[src/rtl/bound_flasher_pkg.sv]
// Shared types and helpers for the bound flasher: state encoding, table field width,
// thermometer decode and target clamping.
package bound_flasher_pkg;

    localparam int unsigned SEG_FIELD_W = 8;
    localparam int unsigned THERMO_W    = 64;

    typedef enum logic [1:0] {
        IDLE = 2'd0,
        UP   = 2'd1,
        DOWN = 2'd2
    } state_e;

    // Thermometer code (1<<lvl)-1, wide enough for any supported bar width.
    function automatic logic [THERMO_W-1:0] thermo(input int unsigned lvl);
        if (lvl >= THERMO_W) begin
            return '1;
        end
        return (THERMO_W'(1) << lvl) - THERMO_W'(1);
    endfunction

    function automatic int unsigned clamp_tgt(input int unsigned raw, input int unsigned n_led);
        return (raw > n_led) ? n_led : raw;
    endfunction

endpackage

[src/rtl/bound_flasher_if.sv]
// Board-side bus of the bound flasher: flick button in, LED bar and status out.
// The cfg_* table-write port exists only when BOUND_FLASHER_PROG_EN is defined.
interface bound_flasher_if #(
    parameter int unsigned N_LED = 16,
    parameter int unsigned N_SEG = 6
);
    localparam int unsigned SW = $clog2(N_SEG);
    localparam int unsigned LW = $clog2(N_LED + 1);

    logic             flick;
    logic [N_LED-1:0] led;
    logic             busy;
    logic [SW-1:0]    seg_idx;
    logic             done;

`ifdef BOUND_FLASHER_PROG_EN
    logic             cfg_we;
    logic [SW-1:0]    cfg_addr;
    logic [LW-1:0]    cfg_data;

    modport master (output flick, cfg_we, cfg_addr, cfg_data,
                    input  led, busy, seg_idx, done);
    modport slave  (input  flick, cfg_we, cfg_addr, cfg_data,
                    output led, busy, seg_idx, done);
`else
    modport master (output flick,
                    input  led, busy, seg_idx, done);
    modport slave  (input  flick,
                    output led, busy, seg_idx, done);
`endif

endinterface

[src/rtl/bound_flasher_seq_sync.sv]
// flick_sync_edge: two-flop synchroniser for the asynchronous flick button followed by
// a rising-edge detector; pulse is high for one clock per low-to-high transition.
module flick_sync_edge (
    input  logic clk,
    input  logic reset,
    input  logic din,
    output logic pulse
);

    logic meta_q;
    logic sync_q;
    logic prev_q;

    always_ff @(posedge clk or negedge reset) begin
        if (!reset) begin
            meta_q <= 1'b0;
            sync_q <= 1'b0;
            prev_q <= 1'b0;
        end else begin
            meta_q <= din;
            sync_q <= meta_q;
            prev_q <= sync_q;
        end
    end

    assign pulse = sync_q & ~prev_q;

endmodule

[src/rtl/bound_flasher_seq.sv]
// Bound flasher: walks a thermometer LED bar up and down through a table of segment
// targets. Define BOUND_FLASHER_PROG_EN to make the target table writable over cfg_*.
module bound_flasher_seq
    import bound_flasher_pkg::*;
#(
    parameter int unsigned                      N_LED     = 16,
    parameter int unsigned                      N_SEG     = 6,
    parameter logic [N_SEG*SEG_FIELD_W-1:0]     SEG_TGT   = {8'd0, 8'd6, 8'd0, 8'd11, 8'd6, 8'd16},
    parameter logic [N_LED:0]                   KICK_MASK = 17'h00041,
    parameter int unsigned                      TICK_DIV  = 1
) (
    input  logic          clk,
    input  logic          reset,
    bound_flasher_if.slave bus
);

    localparam int unsigned SW    = $clog2(N_SEG);
    localparam int unsigned LW    = $clog2(N_LED + 1);
    localparam int unsigned PW    = (TICK_DIV > 1) ? $clog2(TICK_DIV) : 1;
    localparam int unsigned TBL_N = 1 << SW;

    state_e           state_q, state_d;
    logic [LW-1:0]    lvl_q,   lvl_d;
    logic [SW-1:0]    seg_q,   seg_d;
    logic [PW-1:0]    presc_q, presc_d;
    logic [N_LED-1:0] led_q,   led_d;
    logic             busy_q,  busy_d;
    logic             done_q,  done_d;

    logic             flick_evt_c;
    logic             tick_c;
    logic             kick_ok_c;
    logic             last_seg_c;
    logic [LW-1:0]    cur_tgt_c;
    logic [LW-1:0]    tgt_tbl [TBL_N];

    // Reset/constant value of one table entry; entries past N_SEG read as zero.
    function automatic logic [LW-1:0] rom_tgt(input int unsigned i);
        if (i >= N_SEG) begin
            return '0;
        end
        return LW'(clamp_tgt(32'(SEG_TGT[i*SEG_FIELD_W +: SEG_FIELD_W]), N_LED));
    endfunction

    flick_sync_edge u_flick_sync (
        .clk   (clk),
        .reset (reset),
        .din   (bus.flick),
        .pulse (flick_evt_c)
    );

`ifdef BOUND_FLASHER_PROG_EN
    logic [LW-1:0] tgt_q [TBL_N];

    // Table writes only land while idle so a running sequence sees a stable table.
    always_ff @(posedge clk or negedge reset) begin
        if (!reset) begin
            for (int unsigned i = 0; i < TBL_N; i++) begin
                tgt_q[i] <= rom_tgt(i);
            end
        end else if (bus.cfg_we && !busy_q && (32'(bus.cfg_addr) < N_SEG)) begin
            tgt_q[bus.cfg_addr] <= bus.cfg_data;
        end
    end

    always_comb begin
        for (int unsigned i = 0; i < TBL_N; i++) begin
            tgt_tbl[i] = LW'(clamp_tgt(32'(tgt_q[i]), N_LED));
        end
    end
`else
    always_comb begin
        for (int unsigned i = 0; i < TBL_N; i++) begin
            tgt_tbl[i] = rom_tgt(i);
        end
    end
`endif

    assign cur_tgt_c  = tgt_tbl[seg_q];
    assign last_seg_c = (seg_q == SW'(N_SEG - 1));
    assign tick_c     = (state_q != IDLE) && (presc_q == PW'(TICK_DIV - 1));
    assign kick_ok_c  = KICK_MASK[lvl_q] && !last_seg_c;

    // Next-state logic: a flick event outranks the step tick.
    always_comb begin
        state_d = state_q;
        lvl_d   = lvl_q;
        seg_d   = seg_q;
        done_d  = 1'b0;
        presc_d = presc_q;

        if (state_q == IDLE || tick_c) begin
            presc_d = '0;
        end else begin
            presc_d = presc_q + PW'(1);
        end

        unique case (state_q)
            IDLE: begin
                if (flick_evt_c) begin
                    state_d = UP;
                    seg_d   = '0;
                    lvl_d   = '0;
                end
            end
            UP: begin
                if (tick_c) begin
                    if (lvl_q < cur_tgt_c) begin
                        lvl_d = lvl_q + LW'(1);
                    end else if (last_seg_c) begin
                        state_d = IDLE;
                        lvl_d   = '0;
                        seg_d   = '0;
                        done_d  = 1'b1;
                    end else begin
                        seg_d   = seg_q + SW'(1);
                        state_d = DOWN;
                    end
                end
            end
            DOWN: begin
                if (flick_evt_c && kick_ok_c) begin
                    state_d = UP;
                    seg_d   = seg_q - SW'(1);
                end else if (tick_c) begin
                    if (lvl_q > cur_tgt_c) begin
                        lvl_d = lvl_q - LW'(1);
                    end else if (last_seg_c) begin
                        state_d = IDLE;
                        lvl_d   = '0;
                        seg_d   = '0;
                        done_d  = 1'b1;
                    end else begin
                        seg_d   = seg_q + SW'(1);
                        state_d = UP;
                    end
                end
            end
            default: begin
                state_d = IDLE;
                lvl_d   = '0;
                seg_d   = '0;
            end
        endcase

        led_d  = N_LED'(thermo(32'(lvl_d)));
        busy_d = (state_d != IDLE);
    end

    always_ff @(posedge clk or negedge reset) begin
        if (!reset) begin
            state_q <= IDLE;
            lvl_q   <= '0;
            seg_q   <= '0;
            presc_q <= '0;
            led_q   <= '0;
            busy_q  <= 1'b0;
            done_q  <= 1'b0;
        end else begin
            state_q <= state_d;
            lvl_q   <= lvl_d;
            seg_q   <= seg_d;
            presc_q <= presc_d;
            led_q   <= led_d;
            busy_q  <= busy_d;
            done_q  <= done_d;
        end
    end

    assign bus.led     = led_q;
    assign bus.busy    = busy_q;
    assign bus.seg_idx = seg_q;
    assign bus.done    = done_q;

endmodule

[src/flat_wrapper.sv]
// flat-port wrapper written by rule: the top's interface ports become plain ports
module bound_flasher_seq_flat import bound_flasher_pkg::*;
#(
    parameter int unsigned                      N_LED     = 16,
    parameter int unsigned                      N_SEG     = 6,
    parameter logic [N_SEG*SEG_FIELD_W-1:0]     SEG_TGT   = {8'd0, 8'd6, 8'd0, 8'd11, 8'd6, 8'd16},
    parameter logic [N_LED:0]                   KICK_MASK = 17'h00041,
    parameter int unsigned                      TICK_DIV  = 1
)
  (clk, reset, bus_flick, bus_led, bus_busy, bus_seg_idx, bus_done);
  bound_flasher_if #(.N_LED(N_LED), .N_SEG(N_SEG)) bus_i ();
  input  logic clk;
  input  logic reset;
  input wire logic [$bits(bus_i.flick)-1:0] bus_flick;
  output wire logic [$bits(bus_i.led)-1:0] bus_led;
  output wire logic [$bits(bus_i.busy)-1:0] bus_busy;
  output wire logic [$bits(bus_i.seg_idx)-1:0] bus_seg_idx;
  output wire logic [$bits(bus_i.done)-1:0] bus_done;
  assign bus_i.flick = bus_flick;
  assign bus_led = bus_i.led;
  assign bus_busy = bus_i.busy;
  assign bus_seg_idx = bus_i.seg_idx;
  assign bus_done = bus_i.done;
  bound_flasher_seq #(.N_LED(N_LED), .N_SEG(N_SEG), .SEG_TGT(SEG_TGT), .KICK_MASK(KICK_MASK), .TICK_DIV(TICK_DIV)) u_core (.clk(clk), .reset(reset), .bus(bus_i));
endmodule
[config.mk]
export PLATFORM = sky130hd
export DESIGN_NAME = bound_flasher_seq_flat
export DESIGN_NICKNAME = d
export VERILOG_FILES = /design/src/rtl/bound_flasher_pkg.sv /design/src/rtl/bound_flasher_if.sv /design/src/rtl/bound_flasher_seq_sync.sv /design/src/rtl/bound_flasher_seq.sv /design/src/flat_wrapper.sv
export SDC_FILE = /design/constraint.sdc
export NUM_CORES = 1
export LEC_CHECK = 0
export CAP_MARGIN = 20
export CELL_PAD_IN_SITES_DETAIL_PLACEMENT = 1
export CELL_PAD_IN_SITES_GLOBAL_PLACEMENT = 1
export CORE_AREA = 3 3 79 81
export DETAILED_ROUTE_END_ITERATION = 6
export DIE_AREA = 0 0 82 84
export PLACE_DENSITY_LB_ADDON = 0.1
export SLEW_MARGIN = 20
export SYNTH_ARGS = -nofsm -noshare
export SYNTH_HDL_FRONTEND = slang
export SYNTH_SLANG_ARGS = --single-unit
export TNS_END_PERCENT = 1
[constraint.sdc]
create_clock -name clk -period 6.1 [get_ports clk]
set_clock_uncertainty 0.15 [all_clocks]
set_input_delay 1.22 -clock clk [delete_from_list [all_inputs] [get_ports clk]]
set_output_delay 1.22 -clock clk [all_outputs]
set_load 0.02 [all_outputs]
After elaboration in Yosys (flattened, before gate mapping)
Memories as Yosys holds them, arrays and structs flattened.
Cells that the tools add are included.
{"block": "totals", "register_bits": 32, "rom_bits": 72, "in_bits": 3, "out_inout_bits": 21, "wordCells": 80, "mem_count": 2}
{"name": "(no name shown)", "words": 8, "word_bits": 5, "read_ports": 1, "rd_clocked_by_memory_dff": 0, "write_ports": 0, "line_no": "bound_flasher_seq.sv:79", "rtl": "assign cur_tgt_c = tgt_tbl[seg_q];"}
{"name": "(no name shown)", "words": 32, "word_bits": 1, "read_ports": 1, "rd_clocked_by_memory_dff": 0, "write_ports": 0, "line_no": "bound_flasher_seq.sv:82", "rtl": "assign kick_ok_c = KICK_MASK[lvl_q] && !last_seg_c;"}
{"block": "classes", "n_addsub": 6, "order_cmp": 4, "eq_ne": 8, "shift": 1, "muxes": 36, "bitwise_logic": 4, "n_reduce_logical": 9}
{"operator": "$mux W5", "count": 9}
{"operator": "$mux W3", "count": 7}
{"operator": "$shl A1 B5 Y16 const A", "count": 1}
{"operator": "$sub A16 B2 Y16 const B", "count": 1}
{"operator": "$pmux W5 S3", "count": 1}
{"operator": "$mux W2", "count": 7}
{"operator": "$mux W1", "count": 9}
{"operator": "$pmux W3 S3", "count": 1}
{"operator": "$lt A5 B6 Y1 const B", "count": 1}
{"operator": "$pmux W2 S3", "count": 1}
{"operator": "$add A5 B1 Y5 const B", "count": 1}
{"operator": "$gt A5 B5 Y1", "count": 1}
{"operator": "$lt A5 B5 Y1", "count": 1}
{"operator": "$reduce_and A5 Y1", "count": 1}
{"operator": "$sub A5 B1 Y5 const B", "count": 1}
{"operator": "$ge A4 B4 Y1 const B", "count": 1}
{"operator": "$ne A2 B1 Y1 const B", "count": 2}
{"operator": "$not A3 Y4", "count": 1}
{"operator": "$reduce_bool A2 Y1", "count": 2}
{"operator": "$add A3 B1 Y3 const B", "count": 1}
{"operator": "$eq A3 B3 Y1 const B", "count": 1}
{"operator": "$logic_and A1 B1 Y1", "count": 3}
{"operator": "$ne A3 B1 Y1 const B", "count": 1}
{"operator": "$ne A3 B2 Y1 const B", "count": 1}
{"operator": "11 further kinds", "count": 12}

Longest topological paths before layout
{"block": "logic_depth", "word_depth": 11, "ltp_mapped": 18, "ltp_nobuf": 17}

Modules after synthesis
A second synthesis with hierarchy kept.
{"block": "unflattened", "cells_unflattened": 237, "area_unflattened_um2": 2230.9}
{"module": "bound_flasher_seq", "n_inst": 1, "cells_per_inst": 233, "area_each_um2": 2142.1, "seq_area_each_um2": 725.7}
{"module": "flick_sync_edge", "n_inst": 1, "cells_per_inst": 4, "area_each_um2": 88.8, "seq_area_each_um2": 75.1}

Worst setup path after synthesis
OpenSTA, ideal clock, no wires.
{"block": "synth_timing", "path_type": "reg-to-reg", "startpoint": "reg u_core.seg_q[0], in the netlist u_core.bus.seg_idx[0]", "endpoint": "reg u_core.led_q[10], in the netlist u_core.bus.led[10]", "setup_ns": 0.080, "arrival_time_ns": 4.277, "t_required_ns": 5.870, "setup_slack_ns": 1.593, "stages_incl_launch_ff": 17, "n_path_buf": 1, "period_less_slack_ns": 4.507, "cell_sequence": "dfrtp_1 inv_1 ha_1 mux2i_1 ha_1 nand2b_4 a211oi_4 nor2_4 a32o_2 a311oi_4 nand4b_1 or3_1 ha_1 clkbuf_1 or2b_1 or4b_4 o211ai_2"}
{"block": "synth_via", "elab_chain_len": 11, "word_cells_on_any_way": 19, "cone_classes": "add/sub: 1; order compare: 2; eq/ne: 1; shift: 1; mux: 9; bitwise: 1; reduce/logical: 3; memory: 1"}
{"element": "start: declaration", "line_no": "bound_flasher_seq.sv:24", "rtl": "logic [SW-1:0] seg_q, seg_d;"}
{"element": "start signal: assignment", "line_no": "bound_flasher_seq.sv:162", "rtl": "seg_q <= seg_d;"}
{"element": "$not A3 Y4 (not written as such)", "line_no": "bound_flasher_seq.sv:79"}
{"element": "$mem_v2 Z8 W5"}
{"element": "$mux W5 (not written as such) (2 in a row)", "line_no": "bound_flasher_seq.sv:79"}
{"element": "$gt A5 B5 Y1", "line_no": "bound_flasher_seq.sv:126", "rtl": "if (lvl_q > cur_tgt_c) begin"}
{"element": "$mux W5", "line_no": "bound_flasher_seq.sv:126"}
{"element": "$mux W5", "line_no": "bound_flasher_seq.sv:125", "rtl": "end else if (tick_c) begin"}
{"element": "$mux W5", "line_no": "bound_flasher_seq.sv:122", "rtl": "if (flick_evt_c && kick_ok_c) begin"}
{"element": "$pmux W5 S3 (*)", "line_no": "bound_flasher_seq.sv:98", "rtl": "unique case (state_q)"}
{"element": "$shl A1 B5 Y16 (*)", "line_no": "bound_flasher_pkg.sv:19", "rtl": "return (THERMO_W'(1) << lvl) - THERMO_W'(1);"}
{"element": "$sub A16 B2 Y16 (*)", "line_no": "bound_flasher_pkg.sv:19"}
{"element": "net u_core.led_d[10]", "line_no": "bound_flasher_seq.sv:26", "rtl": "logic [N_LED-1:0] led_q, led_d;"}
{"element": "end signal: assignment", "line_no": "bound_flasher_seq.sv:164", "rtl": "led_q <= led_d;"}
{"element": "end: declaration", "line_no": "bound_flasher_seq.sv:26"}
Mark *: on every way through the listed nets, which the timed path passes. The rest lies on a longest branch. The select of a mux whose other input is x is not followed.
A chain may end at the register's enable or synchronous reset.

Worst setup path after layout
Ends and elaborated chain as after synthesis.

==> flow_metrics.py <==
metrics = {
    "outcome": {
        "outcome": "finished, final reports clean",
    },
    "yosys": {
        "synth_compound_area_share_pct": 24.3,
        "synth_area_leader_cell": "dfrtp_1",
        "async_flop_share_pct": 100,
        "synth_fa_ha_area_share_pct": 10.3,
        "synth-seq-cells": 32,
        "syn_nets": 268,
        "avgSynthCellArea_um2": 9.37,
        "syn-cell-area_um2": 2300,
        "synth_area_leaders": "dfrtp_1 (35%), ha_1 (10%), nor2_1 (3.9%), nand2_1 (3.6%), mux2i_1 (2.6%)",
        "synth_seq_area_share_pct": 34.7,
        "synth-xor-area-share_pct": 1.90,
        "synth-edff-count": 0,
        "synth.mux.area_fraction_pct": 3.26,
        "synthFlopType": "dfrtp_1",
        "yosys.area.top_type_share_pct": 34.7,
        "synth_top_family_by_area": "compound AO/OA/AOI/OAI gates",
        "synthSimpleGateAreaFrac_pct": 21.7,
        "synth_cell_types": 69,
        "synthCells": 246,
        "ys_warn_count": 0,
    },
    "setup_path": {
        "required_ns": 6.17,
        "cp_slowest_cell": "or4b_4",
        "worst_path_largest_cell_delay_ns": 0.49,
        "r2r_slack_ns": 1.34,
        "cp_common_cell": "ha_1",
        "critPathKind": "register to register",
        "worstSetupEndpointType": "register",
        "worstPathArrival_ns": 4.82,
        "cp-start-kind": "register",
        "crit_chain": "inv_1 -> ha_1 -> mux2i_1 -> ha_1 -> nand2b_4 -> a211oi_4 -> o21ai_1 -> mux2i_1 -> a311oi_4 -> nand4b_1 -> or3_1 -> ha_1 -> or2b_1 -> or4b_4 -> o211ai_2",
        "path_max_fanout": 8,
    },
    "clocking": {
        "clockRootBuffer": "clkbuf_8",
        "ctsResizeCount": 0,
        "h-tree-depth": 2,
        "cts.path.max_buffers": 2,
        "insertion_delay_ns": 0.29,
        "cts_sinks": 32,
        "hold_buffers": 0,
        "post_cts_buffers": 0,
        "cts_tree": "yes",
        "numCtsBuffers": 5,
        "path_clk_slew_ns": 0.07,
    },
    "sta": {
        "post-route-period-util_pct": 78.0,
        "rsz0062_at_grt": "false",
        "slew_headroom_pct": 57.1,
        "period_needed_ns": 4.76,
        "tns_ns": 0,
        "slew_violations": 0,
        "setup_ws_ns": 1.34,
        "setup_viol": 0,
        "fmax_mhz": 210,
        "worstMarginPinSlew_ns": 0.644,
        "finalHoldViolCount": 0,
    },
    "global_route": {
        "antenna_found_initial": 0,
        "grt_max_degree": 33,
        "grt_pass1_wl_um": 10700,
        "first_global_vias": 2022,
        "overflow": 0,
        "groute.usage.overall_pct": 20.1,
    },
    "hold_path": {
        "hold_path_class": "register to register",
    },
    "final_layout": {
        "layout_common_cells": "dfrtp_1 (32), nor2_1 (24), clkdlybuf4s50_1 (23), nand2_1 (22), ha_1 (19)",
        "syn2layout_area_growth_pct": 17.5,
        "drive_gt1_share_pct": 10.4,
        "nets": 290,
        "num_antenna_cells": 0,
        "final_common_cell": "dfrtp_1",
    },
    "floorplan": {
        "die_h_um": 84,
        "coreArea_um2": 5540,
        "start_util_pct": 41.6,
        "dieArea_um2": 6890,
        "fp-row-count": 27,
        "die_w_um": 82,
        "pin_count": 24,
    },
    "place": {
        "io_buffer_count": 23,
        "dp_hpwl_um": 4800,
        "post-place-ws_ns": 1.38,
        "gp_congestion": 0.919,
    },
    "routing": {
        "avgRoutedWirePerCell_um": 18.8,
        "antenna_left": 0,
        "wirelength_um": 6420,
        "drt_iter0_markers": 77,
        "vias_per_cell": 5.68,
        "first_pass_iters": 4,
        "vias": 1937,
        "drc": 0,
    },
    "run": {
        "drv_cap": 0,
    },
}
layer usage:
layer	GRT usage [%]	routed length, µm	up-vias
li1	-	-	943
met1	28.7	3170	963
met2	31.7	3060	24
met3	2.59	120	7
met4	4.53	68	0
met5	0	0	-
registers in the layout (all words and copies together) (netlist names):
name	count
u_core.bus.busy	1
u_core.bus.led	16
u_core.presc_q	1
u_core.lvl_q	5
u_core.u_flick_sync.sync_q	1
u_core.state_q	2
u_core.bus.seg_idx	3
u_core.u_flick_sync.meta_q	1
u_core.u_flick_sync.prev_q	1
u_core.bus.done	1
metrics by stage:
step                instances  hold slack (ns)  utilization, %  area (µm²)
CTS                       341            0.207            48.9        2710
floorplan                 246            0.181               -        2300
detailed placement        333            0.189            46.8        2590
global placement          333            0.188            46.8        2590
finish                    341            0.203            48.9        2710
global route              341            0.221            48.9        2710
worst max-delay path, delay by kind of cell (launching register included):
kind,cells,cell delay (ns)
simple gates,5,1.62
fa+ha+maj,3,1.03
flops,1,0.41
buf+inv,1,0.11
compound gates,4,1.09
mux,2,0.27
cell usage after synthesis (2+ instances only):
library cell and instances:
dfrtp_1 32, nor2_1 24, nand2_1 22, ha_1 19
inv_1 12, a21oi_1 10, o21ai_0 10, nor3_1 7
clkbuf_1 6, mux2i_1 6, nand3_1 6, a31oi_1 4
o211ai_1 4, a41oi_1 3, nand2b_1 3, nand4_1 3
o31ai_1 3, or3_1 3, xnor2_1 3, a22o_1 2
a2bb2oi_1 2, a311oi_4 2, a32oi_1 2, and2_1 2
nand4b_1 2, nor2_2 2, nor2b_1 2, nor3b_1 2
o2111ai_1 2, o211a_1 2, o21a_1 2, o21ai_1 2
o22ai_1 2, or2_1 2, xor2_1 2
cell type report:
cell class / instances / area [µm²]
Sequential cell: 32 / 801
Fill cell: 640 / 2830
Inverter: 12 / 45.0
Timing Repair Buffer: 24 / 238
Tap cell: 72 / 90.1
Multi-Input combinational cell: 193 / 1420
Clock inverter: 3 / 46.3
Clock buffer: 5 / 68.8
logic make-up (layout without fill, tap and decap cells):
family / count (synthesis) / count (layout)
AOI/OAI and AO/OA: 69 / 69
xor gates and xnor gates: 5 / 5
adders and majority gates: 19 / 19
buffers and inverters: 21 / 44
DFF: 32 / 32
muxes: 7 / 7
other: 1 / 1
and+or+nand+nor: 92 / 92
path summary, 6_finish.rpt:
path / end / cells after the start / from
setup / recovery: u_core.bus.led[10] / 15 / u_core.bus.seg_idx[0]
hold / removal: u_core.u_flick_sync.sync_q / 0 / u_core.u_flick_sync.meta_q
setup reg to reg: u_core.bus.led[10] / 15 / u_core.bus.seg_idx[0]
hold reg to reg: u_core.u_flick_sync.sync_q / 0 / u_core.u_flick_sync.meta_q
max in group asynchronous: u_core.lvl_q[0] / 2 / reset
min in group asynchronous: u_core.bus.led[3] / 2 / reset
Power is left out: the tool's default activity adds up to more than one toggle a clock period on the data nets, which glitch-free logic cannot reach.
